[src/rtl/pipe_if_id_fetch_queue.sv]
// IF->ID decoupling queue: circular buffer of fetched instructions with their prediction tags.
// Show-ahead head drives the ID stage from registered storage; flush discards every entry.
module pipe_if_id_fetch_queue #(
  parameter int DEPTH = 2,
  parameter int CW    = $clog2(DEPTH) + 1
) (
  input  logic          clk,
  input  logic          rst_n,
  input  logic          if_valid,
  input  logic [31:0]   if_pc,
  input  logic [31:0]   if_pc4,
  input  logic [31:0]   if_inst,
  input  logic          if_pre_taken,
  input  logic [31:0]   if_pre_bjpc,
  output logic          if_stall,
  input  logic          flush,
  input  logic          id_stall,
  output logic          id_valid,
  output logic [31:0]   id_pc,
  output logic [31:0]   id_pc4,
  output logic [31:0]   id_inst,
  output logic          id_pre_taken,
  output logic [31:0]   id_pre_bjpc,
  output logic [CW-1:0] count
);

  localparam int PW = $clog2(DEPTH);

  typedef struct packed {
    logic [31:0] pc;
    logic [31:0] pc4;
    logic [31:0] inst;
    logic        pre_taken;
    logic [31:0] pre_bjpc;
  } entry_t;

  entry_t        mem [DEPTH];
  entry_t        head;
  logic [PW-1:0] rd_ptr;
  logic [PW-1:0] wr_ptr;
  logic [CW-1:0] count_q;
  logic          full;
  logic          empty;
  logic          push;
  logic          pop;

  assign full  = (count_q == CW'(DEPTH));
  assign empty = (count_q == '0);
  assign push  = if_valid & ~full & ~flush;
  assign pop   = ~empty & ~id_stall & ~flush;

  // Control state: pointers wrap for free because DEPTH is a power of two.
  always_ff @(posedge clk or negedge rst_n) begin
    if (!rst_n) begin
      rd_ptr  <= '0;
      wr_ptr  <= '0;
      count_q <= '0;
    end else if (flush) begin
      rd_ptr  <= '0;
      wr_ptr  <= '0;
      count_q <= '0;
    end else begin
      if (push) wr_ptr <= wr_ptr + PW'(1);
      if (pop)  rd_ptr <= rd_ptr + PW'(1);
      case ({push, pop})
        2'b10:   count_q <= count_q + CW'(1);
        2'b01:   count_q <= count_q - CW'(1);
        default: count_q <= count_q;
      endcase
    end
  end

  // Entry storage carries no reset; outputs are gated by empty instead.
  always_ff @(posedge clk) begin
    if (push) mem[wr_ptr] <= '{pc: if_pc, pc4: if_pc4, inst: if_inst,
                               pre_taken: if_pre_taken, pre_bjpc: if_pre_bjpc};
  end

  assign head         = mem[rd_ptr];
  assign if_stall     = full;
  assign id_valid     = ~empty;
  assign id_pc        = empty ? 32'h0 : head.pc;
  assign id_pc4       = empty ? 32'h0 : head.pc4;
  assign id_inst      = empty ? 32'h0 : head.inst;
  assign id_pre_taken = empty ? 1'b0  : head.pre_taken;
  assign id_pre_bjpc  = empty ? 32'h0 : head.pre_bjpc;
  assign count        = count_q;

  a_count_max: assert property (@(posedge clk) disable iff (!rst_n) count_q <= CW'(DEPTH));
  a_no_under:  assert property (@(posedge clk) disable iff (!rst_n) !(empty && pop));

endmodule
[config.mk]
export PLATFORM = sky130hd
export DESIGN_NAME = pipe_if_id_fetch_queue
export DESIGN_NICKNAME = d
export VERILOG_FILES = /design/src/rtl/pipe_if_id_fetch_queue.sv
export SDC_FILE = /design/constraint.sdc
export NUM_CORES = 1
export LEC_CHECK = 0
export BUFFER_PORTS_ARGS = -buffer_cell sky130_fd_sc_hd__clkbuf_2
export CORE_UTILIZATION = 56
export CTS_CLUSTER_DIAMETER = 30
export DETAILED_ROUTE_END_ITERATION = 7
export PLACE_DENSITY = 0.84
export SKIP_CTS_REPAIR_TIMING = 1
export SYNTH_ARGS = -nofsm -noshare
export SYNTH_HDL_FRONTEND = slang
export SYNTH_SLANG_ARGS = --single-unit
export TNS_END_PERCENT = 30
[constraint.sdc]
create_clock -name clk -period 18.96 [get_ports clk]
set_input_delay 1.896 -clock clk [delete_from_list [all_inputs] [get_ports clk]]
set_output_delay 1.896 -clock clk [all_outputs]
set_load 0.02 [all_outputs]
; Yosys cells after proc, flatten, opt, wreduce, memory -nomap -nowiden
; Memory sizes are Yosys's and may differ from the RTL's.
; Index checks and enable logic that the tools add are counted.
; Widths: inputs -> output; s select.
[totals]
input_bits = 134
regBits = 4
mem_bits_rw = 258
memories = 1
word_cells = 36
[mem_list]
columns = memory, words, width, rd, rd_clocked_by_memory_dff, write_ports, line
row1 = mem, 2, 129, 1, 0, 1, 37  ; entry_t mem [DEPTH];
[classes]
n_eq_ne = 3
n_bitwise = 8
reduce_logical = 4
mux = 13
n_addsub = 4
[ops]
columns = operator, n
row1 = $mux 32, 4
row2 = $mux 1, 7
row3 = $and 1x1->1, 4
row4 = $eq 2x2->1 const B, 2
row5 = $not 1->1, 4
row6 = $pmux 2 s2, 1
row7 = $reduce_bool 2->1, 2
row8 = $reduce_bool 3->1, 1
row9 = $add 1x1->1 const B, 2
row10 = $add 2x1->2 const B, 1
row11 = $eq 2x1->1 const B, 1
row12 = $logic_not 2->1, 1
row13 = $mux 2, 1
row14 = $sub 2x1->2 const B, 1

; Logic depth before layout (Yosys ltp)
[depth]
word_depth = 7
ltp_mapped = 5
mapped_depth_nobuf = 4

; Least setup slack after synthesis
; Ideal clock, no wire load.
[synth_timing]
kind = input to register
from = in if_valid
to = mem mem[1][0] in the netlist's numbering (enable)
stages = 2
setup_slack_ns = 6.903
n_path_buf = 0
arrival_time_ns = 11.257
setup_time_ns = 0.801
path_cell_list = nand2_1 nor3b_1
[synth_between]
elab_chain_len = 4
[synth_rtl]
columns = element, line
row1 = start: declaration, 9  ; input logic if_valid,
row2 = $and 1x1->1 (2 in a row), 49  ; assign push = if_valid & ~full & ~flush;
row3 = $mux 1, 75  ; if (push) mem[wr_ptr] <= '{pc: if_pc, pc4: if_pc4, inst: if_inst,
row4 = $mux 1 (implied by the code), 75
row5 = end: declaration, 37
; No other way between the ends.

; Worst setup path in the final report
[layout_timing]
from = reg rd_ptr
to = out id_pc4[29]
[layout_between]
elab_chain_len = 2
[layout_rtl]
columns = element, line
row1 = start: declaration, 39  ; logic [PW-1:0] rd_ptr;
row2 = start signal: assignment, 64  ; if (pop) rd_ptr <= rd_ptr + PW'(1);
row3 = $mem_v2 2x129, -
row4 = $mux 32, 83  ; assign id_pc4 = empty ? 32'h0 : head.pc4;
row5 = end: declaration, 20  ; output logic [31:0] id_pc4,
; No other way between the ends.

==> reports/metrics.cfg <==
[floorplan]
dieArea_um2 = 18300
die_h_um = 135
ios = 267
row_count = 48
die_w_um = 135
coreArea_um2 = 17400
start_util_pct = 57.4

[hold_path]
hp-class = reg2reg

[layout]
final_cell_mix = clkbuf_2 (266), edfxtp_1 (258), mux2i_1 (129), nor2_1 (129), clkbuf_16 (41)
fin_util_pct = 74.0
nets = 993
area_delta_synth_final_pct = 29.1
fin_area_um2 = 12900
antenna_cells = 0
layout_commonest_cell = clkbuf_2
drive_above_1_share_pct = 39.1

[power_and_ir_drop]
powerDensity_nw_per_um2 = 119
internal_power_mw = 1.20
p_comb_share_pct = 7.6
p_leak_nw = 4.89
pwr-share-clk_pct = 48.9
seqPwrFrac_pct = 43.5
ir_worst_vdd_v = 0.0000912
swShare_pct = 21.9
power_switching_uw = 336

[clock_network]
clock_sinks = 262
cts_tree = built
numCtsBuffers = 40
cts_buffer_depth = 3
insertion_delay_ns = 0.50
clkTransAtPathRegs_ns = 0.06
cts_root_buffer = clkbuf_16
htree_levels = 2

[timing]
timing.final.crit_share_pct = 28.5
max_slew_margin_pct = 20.2
grt_setup_unrepaired = false
maxClockFrequency_ghz = 0.185
finalHoldViolCount = 0
worst_pin_slew_ns = 1.19
slew_viol_final = 0
finalWorstSetupSlack_ns = 13.56
tns_ns = 0
skew_ns = 0.0112
setup_violations = 0
period_needed_ns = 5.40

[critical_path]
crit_path_start_kind = flip-flop
cp.arrival_ns = 3.50
endpoint_kind = output pin
worstPathMaxFanout = 62
crit_type = reg2out
worstPathRequired_ns = 17.06

[grt]
grt_overflow_total = 0
grt_pass1_wl_mm = 29.5
grt_util_all_layers_pct = 21.4
grt_max_degree = 73
grt_antenna_before_repair = 0
grt_pass1_vias = 5772

[routing]
dr.pass1.iters = 5
drc = 0
wl_per_cell_um = 17.6
viasPerCell = 5.17
postRouteAntennaNets = 0
drtIter0Drc = 295
vias = 5770
detail_route.wirelength_mm = 19.6

[logic_synthesis]
synth_top_area_cell = edfxtp_1
yosysWarnings = 0
netlist_instances = 572
synth_area_um2 = 9960
avgSynthCellArea_um2 = 17.4
yosysSeqAreaShare_pct = 78.8
ys_ff_latch = 262
ys_top_cells_by_area = edfxtp_1 (78%), mux2i_1 (13%), nor2_1 (4.9%)
synth_top_area_share_pct = 77.8
syn-num-nets = 706
synth.distinct_cells = 22

[placement]
numPortBuffers = 266
dp_worst_setup_slack_ns = 13.91
place_congestion = 0.782
dp_hpwl_mm = 12.2
place_area_um2 = 11400

[job]
cap_violations = 0

[status]
outcome = finished clean

worst max-delay path, stage by stage, from the launching register on:
cell and delay, ns:
dfrtp_4 0.61, buf_4 0.77, buf_4 0.92, mux2i_1 0.17, nor2_1 0.22, clkbuf_2 0.21
sequential cells by signal, indices dropped and copies added, names as in the netlist:
| signal | count |
|---|---|
| mem | 258 |
| wr_ptr | 1 |
| rd_ptr | 1 |
| count | 2 |
synth_stat cells (all sizes together):
cell	instances
a21o	1
a21oi	4
and3b	1
buf	27
clkbuf	2
dfrtp	4
edfxtp	258
inv	3
mux2i	129
nand2	3
nand2b	1
nand3	1
nor2	130
nor3	1
nor3b	1
o21ai	3
o22a	1
or3	2
cells by family (layout without fill, tap and decap cells):
family / count (synthesis) / count (layout) / synth area share (%)
AO/OA/AOI/OAI: 9 / 9 / 0.515
buffers and inverters: 32 / 351 / 2.20
flip-flops: 262 / 262 / 78.8
multiplexers: 129 / 129 / 13.0
AND/OR/NAND/NOR: 140 / 140 / 5.52
final timing paths:
check | startpoint | to | slack (ns) | depth (start not counted)
worst min register to register | wr_ptr$_DFFE_PN0P_ | wr_ptr$_DFFE_PN0P_ | 0.62 | 2
max in group asynchronous | rst_n | rd_ptr$_DFFE_PN0P_ | 17.62 | 1
worst min-delay path | wr_ptr$_DFFE_PN0P_ | wr_ptr$_DFFE_PN0P_ | 0.62 | 2
worst max register to register | count[0]$_DFFE_PN0P_ | mem[1][27]$_DFFE_PP_ | 15.22 | 5
worst max-delay path | rd_ptr$_DFFE_PN0P_ | id_pc4[29] | 13.56 | 5
min in group asynchronous | rst_n | count[0]$_DFFE_PN0P_ | 1.19 | 1
cell type report:
cell class / instances / area (um^2)
clock buffers: 45 / 1040
clock inverters: 29 / 369
fillers: 1052 / 4500
inverters: 3 / 11.3
multi-input cells: 278 / 1910
flip-flops and latches: 262 / 7850
well taps: 225 / 282
repair buffers: 274 / 1390
layer usage:
| layer | wire length, um | track usage [%] | vias up |
|---|---|---|---|
| met1 | 7390 | 24.4 | 2756 |
| met3 | 1580 | 6.36 | 46 |
| li1 | - | - | 2725 |
| met4 | 509 | 8.61 | 0 |
| met5 | 0 | 0 | - |
| met2 | 10200 | 37.6 | 243 |
metrics by stage:
step / hold slack, ns / std cells / power (mW)
6_report: 0.617 / 1116 / 1.53
5_1_grt: 0.627 / 1116 / 1.58
3_5_place_dp: 0.598 / 1042 / 0.795
3_3_place_gp: 0.592 / 1042 / 0.791
4_1_cts: 0.606 / 1116 / 1.54
2_1_floorplan: 0.534 / 572 / 0.755
power groups by stage:
stage | Sequential [mW] | Clock [mW] | Combinational [mW]
3_5_place_dp | 0.678 | 0 | 0.117
4_1_cts | 0.667 | 0.759 | 0.118
6_report | 0.667 | 0.750 | 0.117
3_3_place_gp | 0.677 | 0 | 0.114
5_1_grt | 0.668 | 0.783 | 0.126
2_1_floorplan | 0.682 | 0 | 0.0735
Power figures use the tool's default switching activity.
